[src/rtl/hub_work_dispatch_pkg.sv]
// Shared hub definitions: byte width, dispatch FSM encoding and counter-width helpers.
package hub_work_dispatch_pkg;

  localparam int unsigned ByteW = 8;

  typedef enum logic [0:0] {
    StIdle,
    StDispatch
  } disp_state_e;

  // Ceiling log2; clog2(1) == 0.
  function automatic int unsigned clog2(input int unsigned value);
    int unsigned result;
    result = 0;
    for (int unsigned i = 0; i < 32; i++) begin
      if ((64'(1) << i) < 64'(value)) result = i + 1;
    end
    return result;
  endfunction

  // Evenly spaced nonce start: (idx * 2^32) / slaves, truncated to 32 bits.
  function automatic logic [31:0] nonce_start(input int unsigned idx, input int unsigned slaves);
    logic [63:0] span;
    span = (64'(idx) << 32) / 64'(slaves);
    return span[31:0];
  endfunction

endpackage

[src/rtl/hub_work_dispatch_if.sv]
// Host-side bundle of the work distributor: UART byte input plus slave load outputs.
interface hub_work_dispatch_if
  import hub_work_dispatch_pkg::*;
#(
  parameter int unsigned SLAVES     = 2,
  parameter int unsigned WORK_BYTES = 80
) ();

  logic [ByteW-1:0]            rx_data;
  logic                        rx_valid;
  logic [WORK_BYTES*ByteW-1:0] work_data;
  logic [SLAVES*32-1:0]        nonce_base;
  logic [SLAVES-1:0]           new_work;
  logic                        dispatch_busy;
  logic                        rx_timeout;

  modport master (
    output rx_data, rx_valid,
    input  work_data, nonce_base, new_work, dispatch_busy, rx_timeout
  );

  modport slave (
    input  rx_data, rx_valid,
    output work_data, nonce_base, new_work, dispatch_busy, rx_timeout
  );

endinterface

[src/rtl/hub_rx_assembler.sv]
// Packs UART bytes into WORK_BYTES-long packets and flags completion.
// Optional HUB_RX_TIMEOUT_EN: discards a partial packet after TIMEOUT_CYCLES idle cycles.
// WORK_BYTES must be at least 2.
module hub_rx_assembler
  import hub_work_dispatch_pkg::*;
#(
  parameter int unsigned WORK_BYTES     = 80,
  parameter int unsigned TIMEOUT_CYCLES = 1000000
) (
  input  logic                        uart_clk,
  input  logic                        reset,
  input  logic [ByteW-1:0]            rx_data,
  input  logic                        rx_valid,
  output logic                        pkt_done,
  output logic [WORK_BYTES*ByteW-1:0] pkt_data,
  output logic                        rx_timeout
);

  localparam int unsigned CntW = clog2(WORK_BYTES) + 1;
  localparam int unsigned PktW = WORK_BYTES * ByteW;

  // Only the newest WORK_BYTES-1 bytes are stored; the incoming byte completes the packet.
  logic [PktW-ByteW-1:0] shreg_q;
  logic [CntW-1:0]       byte_count_q, byte_count_d, count_eff;
  logic                  expire;

  assign pkt_data  = {rx_data, shreg_q};
  // An expiring partial packet no longer counts, so a byte in that cycle starts fresh.
  assign count_eff = expire ? '0 : byte_count_q;
  assign pkt_done  = rx_valid && (count_eff == CntW'(WORK_BYTES - 1));

  // Shift each received byte in from the top.
  always_ff @(posedge uart_clk) begin
    if (rx_valid) shreg_q <= pkt_data[PktW-1:ByteW];
  end

  // Next byte count: wraps to zero on the completing byte.
  always_comb begin
    byte_count_d = count_eff;
    if (rx_valid) byte_count_d = pkt_done ? '0 : count_eff + CntW'(1);
  end

  // Byte counter register.
  always_ff @(posedge uart_clk) begin
    if (reset) byte_count_q <= '0;
    else       byte_count_q <= byte_count_d;
  end

`ifdef HUB_RX_TIMEOUT_EN
  localparam int unsigned IdleW = clog2(TIMEOUT_CYCLES) + 1;

  logic [IdleW-1:0] idle_q;
  logic             rx_timeout_q;

  assign expire     = (byte_count_q != '0) && (idle_q == IdleW'(TIMEOUT_CYCLES));
  assign rx_timeout = rx_timeout_q;

  // Idle counter runs only inside a partial packet; any byte restarts it.
  always_ff @(posedge uart_clk) begin
    if (reset) begin
      idle_q       <= '0;
      rx_timeout_q <= 1'b0;
    end else begin
      rx_timeout_q <= expire;
      if (rx_valid || expire || (byte_count_q == '0)) idle_q <= '0;
      else                                            idle_q <= idle_q + IdleW'(1);
    end
  end
`else
  logic unused_timeout;

  assign expire         = 1'b0;
  assign rx_timeout     = 1'b0;
  assign unused_timeout = ^32'(TIMEOUT_CYCLES);
`endif

endmodule

[src/rtl/hub_work_dispatch.sv]
// Hub downlink: latches each assembled work packet and strobes the slaves one by one.
// A packet completing mid-dispatch restarts the strobe sequence with the new work.
// Optional HUB_RX_TIMEOUT_EN enables partial-packet timeout in the assembler.
module hub_work_dispatch
  import hub_work_dispatch_pkg::*;
#(
  parameter int unsigned SLAVES         = 2,
  parameter int unsigned WORK_BYTES     = 80,
  parameter int unsigned TIMEOUT_CYCLES = 1000000
) (
  input  logic                uart_clk,
  input  logic                reset,
  hub_work_dispatch_if.slave  bus
);

  localparam int unsigned PortW = clog2(SLAVES) + 1;
  localparam int unsigned PktW  = WORK_BYTES * ByteW;

  logic              pkt_done;
  logic [PktW-1:0]   pkt_data;
  disp_state_e       state_q;
  logic [PortW-1:0]  port_counter_q;
  logic [SLAVES-1:0] new_work_q;
  logic              busy_q;
  logic [PktW-1:0]   work_data_q;

  hub_rx_assembler #(
    .WORK_BYTES     (WORK_BYTES),
    .TIMEOUT_CYCLES (TIMEOUT_CYCLES)
  ) u_rx_assembler (
    .uart_clk   (uart_clk),
    .reset      (reset),
    .rx_data    (bus.rx_data),
    .rx_valid   (bus.rx_valid),
    .pkt_done   (pkt_done),
    .pkt_data   (pkt_data),
    .rx_timeout (bus.rx_timeout)
  );

  // Dispatch FSM; port_counter_q is the slave whose strobe is currently on new_work_q.
  always_ff @(posedge uart_clk) begin
    if (reset) begin
      state_q        <= StIdle;
      port_counter_q <= '0;
      new_work_q     <= '0;
      busy_q         <= 1'b0;
      work_data_q    <= '0;
    end else if (pkt_done) begin
      // Newest work wins: restart from slave 0 even mid-dispatch.
      work_data_q    <= pkt_data;
      state_q        <= StDispatch;
      port_counter_q <= '0;
      new_work_q     <= SLAVES'(1);
      busy_q         <= 1'b1;
    end else begin
      unique case (state_q)
        StIdle: begin
          new_work_q <= '0;
          busy_q     <= 1'b0;
        end
        StDispatch: begin
          if (port_counter_q == PortW'(SLAVES - 1)) begin
            state_q        <= StIdle;
            port_counter_q <= '0;
            new_work_q     <= '0;
            busy_q         <= 1'b0;
          end else begin
            port_counter_q <= port_counter_q + PortW'(1);
            new_work_q     <= SLAVES'(1) << (port_counter_q + PortW'(1));
          end
        end
        default: state_q <= StIdle;
      endcase
    end
  end

  assign bus.work_data     = work_data_q;
  assign bus.new_work      = new_work_q;
  assign bus.dispatch_busy = busy_q;

  for (genvar i = 0; i < SLAVES; i++) begin : g_nonce
    assign bus.nonce_base[32*i +: 32] = nonce_start(i, SLAVES);
  end

endmodule

[src/flat_wrapper.sv]
// flat-port wrapper written by rule: the top's interface ports become plain ports
module hub_work_dispatch_flat import hub_work_dispatch_pkg::*;
#(
  parameter int unsigned SLAVES         = 2,
  parameter int unsigned WORK_BYTES     = 80,
  parameter int unsigned TIMEOUT_CYCLES = 1000000
)
  (uart_clk, reset, bus_rx_data, bus_rx_valid, bus_work_data, bus_nonce_base, bus_new_work, bus_dispatch_busy, bus_rx_timeout);
  hub_work_dispatch_if #(.SLAVES(SLAVES), .WORK_BYTES(WORK_BYTES)) bus_i ();
  input  logic uart_clk;
  input  logic reset;
  input wire logic [$bits(bus_i.rx_data)-1:0] bus_rx_data;
  input wire logic [$bits(bus_i.rx_valid)-1:0] bus_rx_valid;
  output wire logic [$bits(bus_i.work_data)-1:0] bus_work_data;
  output wire logic [$bits(bus_i.nonce_base)-1:0] bus_nonce_base;
  output wire logic [$bits(bus_i.new_work)-1:0] bus_new_work;
  output wire logic [$bits(bus_i.dispatch_busy)-1:0] bus_dispatch_busy;
  output wire logic [$bits(bus_i.rx_timeout)-1:0] bus_rx_timeout;
  assign bus_i.rx_data = bus_rx_data;
  assign bus_i.rx_valid = bus_rx_valid;
  assign bus_work_data = bus_i.work_data;
  assign bus_nonce_base = bus_i.nonce_base;
  assign bus_new_work = bus_i.new_work;
  assign bus_dispatch_busy = bus_i.dispatch_busy;
  assign bus_rx_timeout = bus_i.rx_timeout;
  hub_work_dispatch #(.SLAVES(SLAVES), .WORK_BYTES(WORK_BYTES), .TIMEOUT_CYCLES(TIMEOUT_CYCLES)) u_core (.uart_clk(uart_clk), .reset(reset), .bus(bus_i));
endmodule
[config.mk]
export PLATFORM = sky130hd
export DESIGN_NAME = hub_work_dispatch_flat
export DESIGN_NICKNAME = d
export VERILOG_FILES = /design/src/rtl/hub_work_dispatch_pkg.sv /design/src/rtl/hub_work_dispatch_if.sv /design/src/rtl/hub_rx_assembler.sv /design/src/rtl/hub_work_dispatch.sv /design/src/flat_wrapper.sv
export SDC_FILE = /design/constraint.sdc
export NUM_CORES = 2
export LEC_CHECK = 0
export CAP_MARGIN = 20
export CORE_MARGIN = 10
export CORE_UTILIZATION = 53
export CTS_CLUSTER_SIZE = 12
export DETAILED_ROUTE_END_ITERATION = 10
export PLACE_DENSITY = 0.79
export SYNTH_ARGS = -nofsm -noshare
export SYNTH_HDL_FRONTEND = slang
export SYNTH_SLANG_ARGS = --single-unit
[constraint.sdc]
create_clock -name uart_clk -period 2.3 [get_ports uart_clk]
set_input_delay 0.575 -clock uart_clk [delete_from_list [all_inputs] [get_ports uart_clk]]
set_output_delay 0.575 -clock uart_clk [all_outputs]
set_load 0.01 [all_outputs]
After elaboration in Yosys (flattened, before gate mapping)
Cells that the tools add are included.
- flip-flop bits (word level): 1286
- shift operators: 1
- $add $sub $neg: 2
- bitwise gates (word level): 1
- reductions and logical operators: 2
- equal/unequal tests: 3
- multiplexer cells: 11
- operator list (cell ; number):
    $add 8x1->8 const B ; 1
    $eq 8x7->1 const B ; 1
    $mux 8 ; 1
    $mux 1 ; 6
    $mux 2 ; 2
    $pmux 2 s2 ; 1
    $ne 3x3->1 const B ; 1
    $add 2x1->2 const B ; 1
    $eq 2x1->1 const B ; 1
    $pmux 1 s2 ; 1
    $reduce_or 2->1 ; 1
    $shl 1x2->2 const A ; 1
    $logic_and 1x1->1 ; 1
    $not 1->1 ; 1

Depth between registers and ports, before layout
- depth in word-level cells: 5
- gate-level depth with buffers: 8

Hierarchy
From an unflattened synthesis, not the netlist that was laid out.
- cells, all modules: 2833
- area total of the unflattened synthesis: 42544.6 um^2
- modules (own cells, without submodules) (module ; cells an instance ; sequential area each (um^2) ; times used ; area each (um^2)):
    hub_work_dispatch ; 2150 ; 12932.4 ; 1 ; 23133.4
    hub_rx_assembler ; 683 ; 19138.4 ; 1 ; 19411.1

Worst setup path before layout
OpenSTA, ideal clock, no wires.
- path type: register to register
- from: register u_core.u_rx_assembler.byte_count_q[4]
- to: register u_core.work_data_q[40] (netlist: u_core.bus.work_data[40])
- cell stages (with the launch flop): 7
- library setup time: 132 ps
- arrival: 1492 ps
- slack: 675 ps
- required time: 2168 ps
- path buffers: 3
- path through: dfxtp_1 > or4b_1 > buf_4 > buf_6 > buf_6 > o21ai_1 > a21oi_1
- word-level cells in the longest chain between the ends: 2
- RTL lines (what ; RTL line ; text):
    start: declaration ; hub_rx_assembler.sv:24 ; logic [CntW-1:0] byte_count_q, byte_count_d, count_eff;
    start signal: assignment ; hub_rx_assembler.sv:46 ; else byte_count_q <= byte_count_d;
    $eq 8x7->1 ; hub_rx_assembler.sv:30 ; assign pkt_done = rx_valid && (count_eff == CntW'(WORK_BYTES - 1));
    $logic_and 1x1->1 ; hub_rx_assembler.sv:30 ;
    end signal: assignment ; hub_work_dispatch.sv:50 ; work_data_q <= pkt_data;
    end: declaration ; hub_work_dispatch.sv:25 ; logic [PktW-1:0] work_data_q;
Every way passes these cells.
A chain may end at the register's enable or synchronous reset.

Worst setup path after layout
- from: register u_core.work_data_q[546] (netlist: u_core.bus.work_data[546])
- to: output bus_work_data[546]
- RTL lines (what ; RTL line ; text):
    end: declaration ; flat_wrapper.sv:14 ; output wire logic [$bits(bus_i.work_data)-1:0] bus_work_data;
No word-level cell between the ends.

==> flow_metrics.env <==
export IMPL_yosys_area_share_simple_pct=7.52
export IMPL_worst_pin_slew_ns=0.715
export IMPL_synth_top_family_by_area="compound AO/OA/AOI/OAI gates"
export IMPL_critPathSlowestCell="clkdlybuf4s50_1"
export IMPL_antennaDiodeCount=0
export IMPL_cp_cell_sequence="clkdlybuf4s50_1"
export IMPL_muxShareOfSynthArea_pct=0.0225
export IMPL_skew_ns=0.0610
export IMPL_min_period_over_period_pct=98.2
export IMPL_io_pins=719
export IMPL_fill_cells=5832
export IMPL_grt_max_degree=102
export IMPL_grt_usage_pct=25.4
export IMPL_synth_warnings=0
export IMPL_wirelength_mm=128
export IMPL_yosysSeqAreaShare_pct=72.2
export IMPL_portBuffers=653
export IMPL_cts_tree="yes"
export IMPL_cp_arrival_ns=1.68
export IMPL_synthXorXnorAreaFrac_pct=0.0788
export IMPL_dieWidth_um=310
export IMPL_critical_path_endpoint_type="output port"
export IMPL_post_cts_setup_buffers=0
export IMPL_antenna_found_initial=1
export IMPL_relSlewSlack_pct=52.4
export IMPL_cts_sinks=1286
export IMPL_vias_per_cell=6.00
export IMPL_regArea_um2=32100
export IMPL_max_cap_violations=0
export IMPL_ctsHoldBuffers=0
export IMPL_min_period_ns=2.26
export IMPL_slew_violations=0
export IMPL_crit_path_max_fanout=2
export IMPL_synth_adder_area_share_pct=0.0282
export IMPL_ant_nets=0
export IMPL_dr_pass1_iters=6
export IMPL_synth_area_um2=44400
export IMPL_start_kind="flop"
export IMPL_final_area_um2=55900
export IMPL_drc=0
export IMPL_place_gp_congestion=0.854
export IMPL_grt_first_pass_wirelength_mm=190
export IMPL_max_vdd_ir_drop_uv=611
export IMPL_cpLargestDelayFamily="buffers and inverters"
export IMPL_die_y_um=310
export IMPL_route_vias_total=32500
export IMPL_core_area_um2=83400
export IMPL_synth_area_per_cell_um2=12.1
export IMPL_drt_iter0_markers=3814
export IMPL_die_area_um2=95800
export IMPL_netlist_instances=3677
export IMPL_grt_overflow=0
export IMPL_final_core_util_pct=67.1
export IMPL_synth_compound_area_share_pct=14.6
export IMPL_clockBufferDepth=3
export IMPL_multi_input_area_um2=10100
export IMPL_clk_latency_ns=0.73
export IMPL_synth_area_leaders="edfxtp_1, dfxtp_1, a21oi_1"
export IMPL_clk_pin_slew_worst_paths_ns=0.06
export IMPL_worstPathRequired_ns=1.73
export IMPL_clockRootBuffer="clkbuf_16"
export IMPL_setup_violations=0
export IMPL_dp_final_hpwl_mm=83.4
export IMPL_ys_ff_latch=1286
export IMPL_cts_htree_levels=4
export IMPL_path_buf_inv=1
export IMPL_yosysTopAreaCellShare_pct=42.7
export IMPL_hold_class="in -> reg"
export IMPL_fmax_mhz=443
export IMPL_syn2layout_area_growth_pct=25.9
export IMPL_path_class="reg -> out"
export IMPL_tns_ns=0
export IMPL_cpPeakStageDelay_ns=0.58
export IMPL_row_count=106
export IMPL_wl_per_cell_um=23.7
export IMPL_drive_above_1_share_pct=6.84
export IMPL_rsz0062_at_grt="false"
export IMPL_status="complete, no violations"
export IMPL_synth_area_leader_cell="edfxtp_1"
export IMPL_synth_distinct_cells=29
export IMPL_power_leakage_uw=0.0190
export IMPL_power_density_nw_per_um2=826
export IMPL_dpl_cell_area_um2=51800
export IMPL_initial_core_util_pct=53.3
export IMPL_cts_buffers=131
export IMPL_hold_viol=0
export IMPL_grt_pass1_vias=31600
export IMPL_nets=4239
## synth_stat cells, drive strengths merged
library cell / n
a2111oi: 1
a21o: 1
mux2i: 1
nand4: 3
clkbuf: 117
a21oi: 647
dfxtp: 654
nand2: 6
ha: 1
xor2: 2
buf: 305
or3: 2
or4b: 1
o21ai: 643
o211ai: 1
nor2: 7
edfxtp: 632
conb: 2
o31ai: 1
and4: 1
inv: 2
xnor2: 2
nand3: 643
nor4b: 2
## area by class of cell
class | instances | area share (%)
Timing Repair Buffer | 776 | 14.6
Sequential cell | 1286 | 57.4
Multi-Input combinational cell | 2030 | 18.1
Inverter | 2 | 0.0134
Clock inverter | 25 | 0.850
Clock buffer | 210 | 6.61
Tap cell | 1080 | 2.42
## cell families after synthesis
logic type / Yosys count
fa+ha+maj: 1
buf+inv: 424
flops: 1286
simple gates: 665
xor+xnor: 4
mux: 1
other cells: 2
compound gates: 1294
## through the flow
stage / cells / hold WS [ns] / setup WS [ns] / power (uW)
2_1_floorplan: 3740 / 0.426 / 0.675 / 25700
5_1_grt: 5409 / 0.134 / 0.00101 / 47400
4_1_cts: 5409 / 0.116 / 0.000119 / 46400
3_5_place_dp: 5174 / 0.431 / 0.231 / 26300
3_3_place_gp: 5174 / 0.426 / 0.319 / 26200
6_report: 5409 / 0.170 / 0.0410 / 46200
## placed cells by master (no fill, tap or decap), types with 2 or more instances in the layout
cell,count
a21oi_1,647
buf_12,59
buf_4,64
buf_8,2
clkbuf_1,68
clkbuf_16,132
clkbuf_8,10
clkdlybuf4s50_1,527
clkinv_1,6
clkinv_16,12
clkinv_8,2
conb_1,65
dfxtp_1,647
dfxtp_2,7
dlygate4sd2_1,90
dlymetal6s2s_1,34
edfxtp_1,632
inv_1,2
inv_4,2
inv_6,2
nand2_1,6
nand3_1,643
nand4_1,3
nor2_1,7
o21ai_0,53
o21ai_1,590
or3_1,2
xnor2_1,2
xor2_1,2
## power breakdown
| part | switching (uW) | leakage [uW] | internal [uW] |
|---|---|---|---|
| clock | 9020 | 0.00197 | 11400 |
| sequential | 432 | 0.0115 | 24800 |
| combinational | 495 | 0.00561 | 113 |
| total | 9950 | 0.0190 | 36200 |
## final timing paths
check / from / endpoint / slack [ns] / cells after the start
max: u_core.bus.work_data[546] / bus_work_data[546] / 0.04 / 1
min: bus_rx_valid / u_core.u_rx_assembler.shreg_q[612] / 0.17 / 1
max reg2reg: u_core.u_rx_assembler.byte_count_q[5] / u_core.bus.work_data[511] / 0.18 / 5
min reg2reg: u_core.u_rx_assembler.shreg_q[301] / u_core.u_rx_assembler.shreg_q[293] / 0.42 / 0
## sequential cells by signal, indices dropped and copies added, names as in the netlist
register / cells
u_core.bus.dispatch_busy: 1
u_core.bus.new_work: 2
u_core.bus.work_data: 640
u_core.port_counter_q: 2
u_core.state_q: 1
u_core.u_rx_assembler.byte_count_q: 8
u_core.u_rx_assembler.shreg_q: 632
## layer usage
metal / up-vias / wire (um) / GRT usage [%] / share of wire, %
met5: - / 0 / 0 / 0
met4: 0 / 5460 / 11.4 / 4.2
met3: 262 / 12200 / 6.51 / 9.5
met2: 1774 / 62700 / 41.6 / 49
met1: 16000 / 48100 / 31.5 / 37
li1: 14500 / - / - / -
## repair_timing
action	CTS	global route
resized for setup	97	34
pin swaps	0	0
endpoints found under the setup margin	97	34
endpoints found under the hold margin	0	0
(Power assumes the default switching activity.)
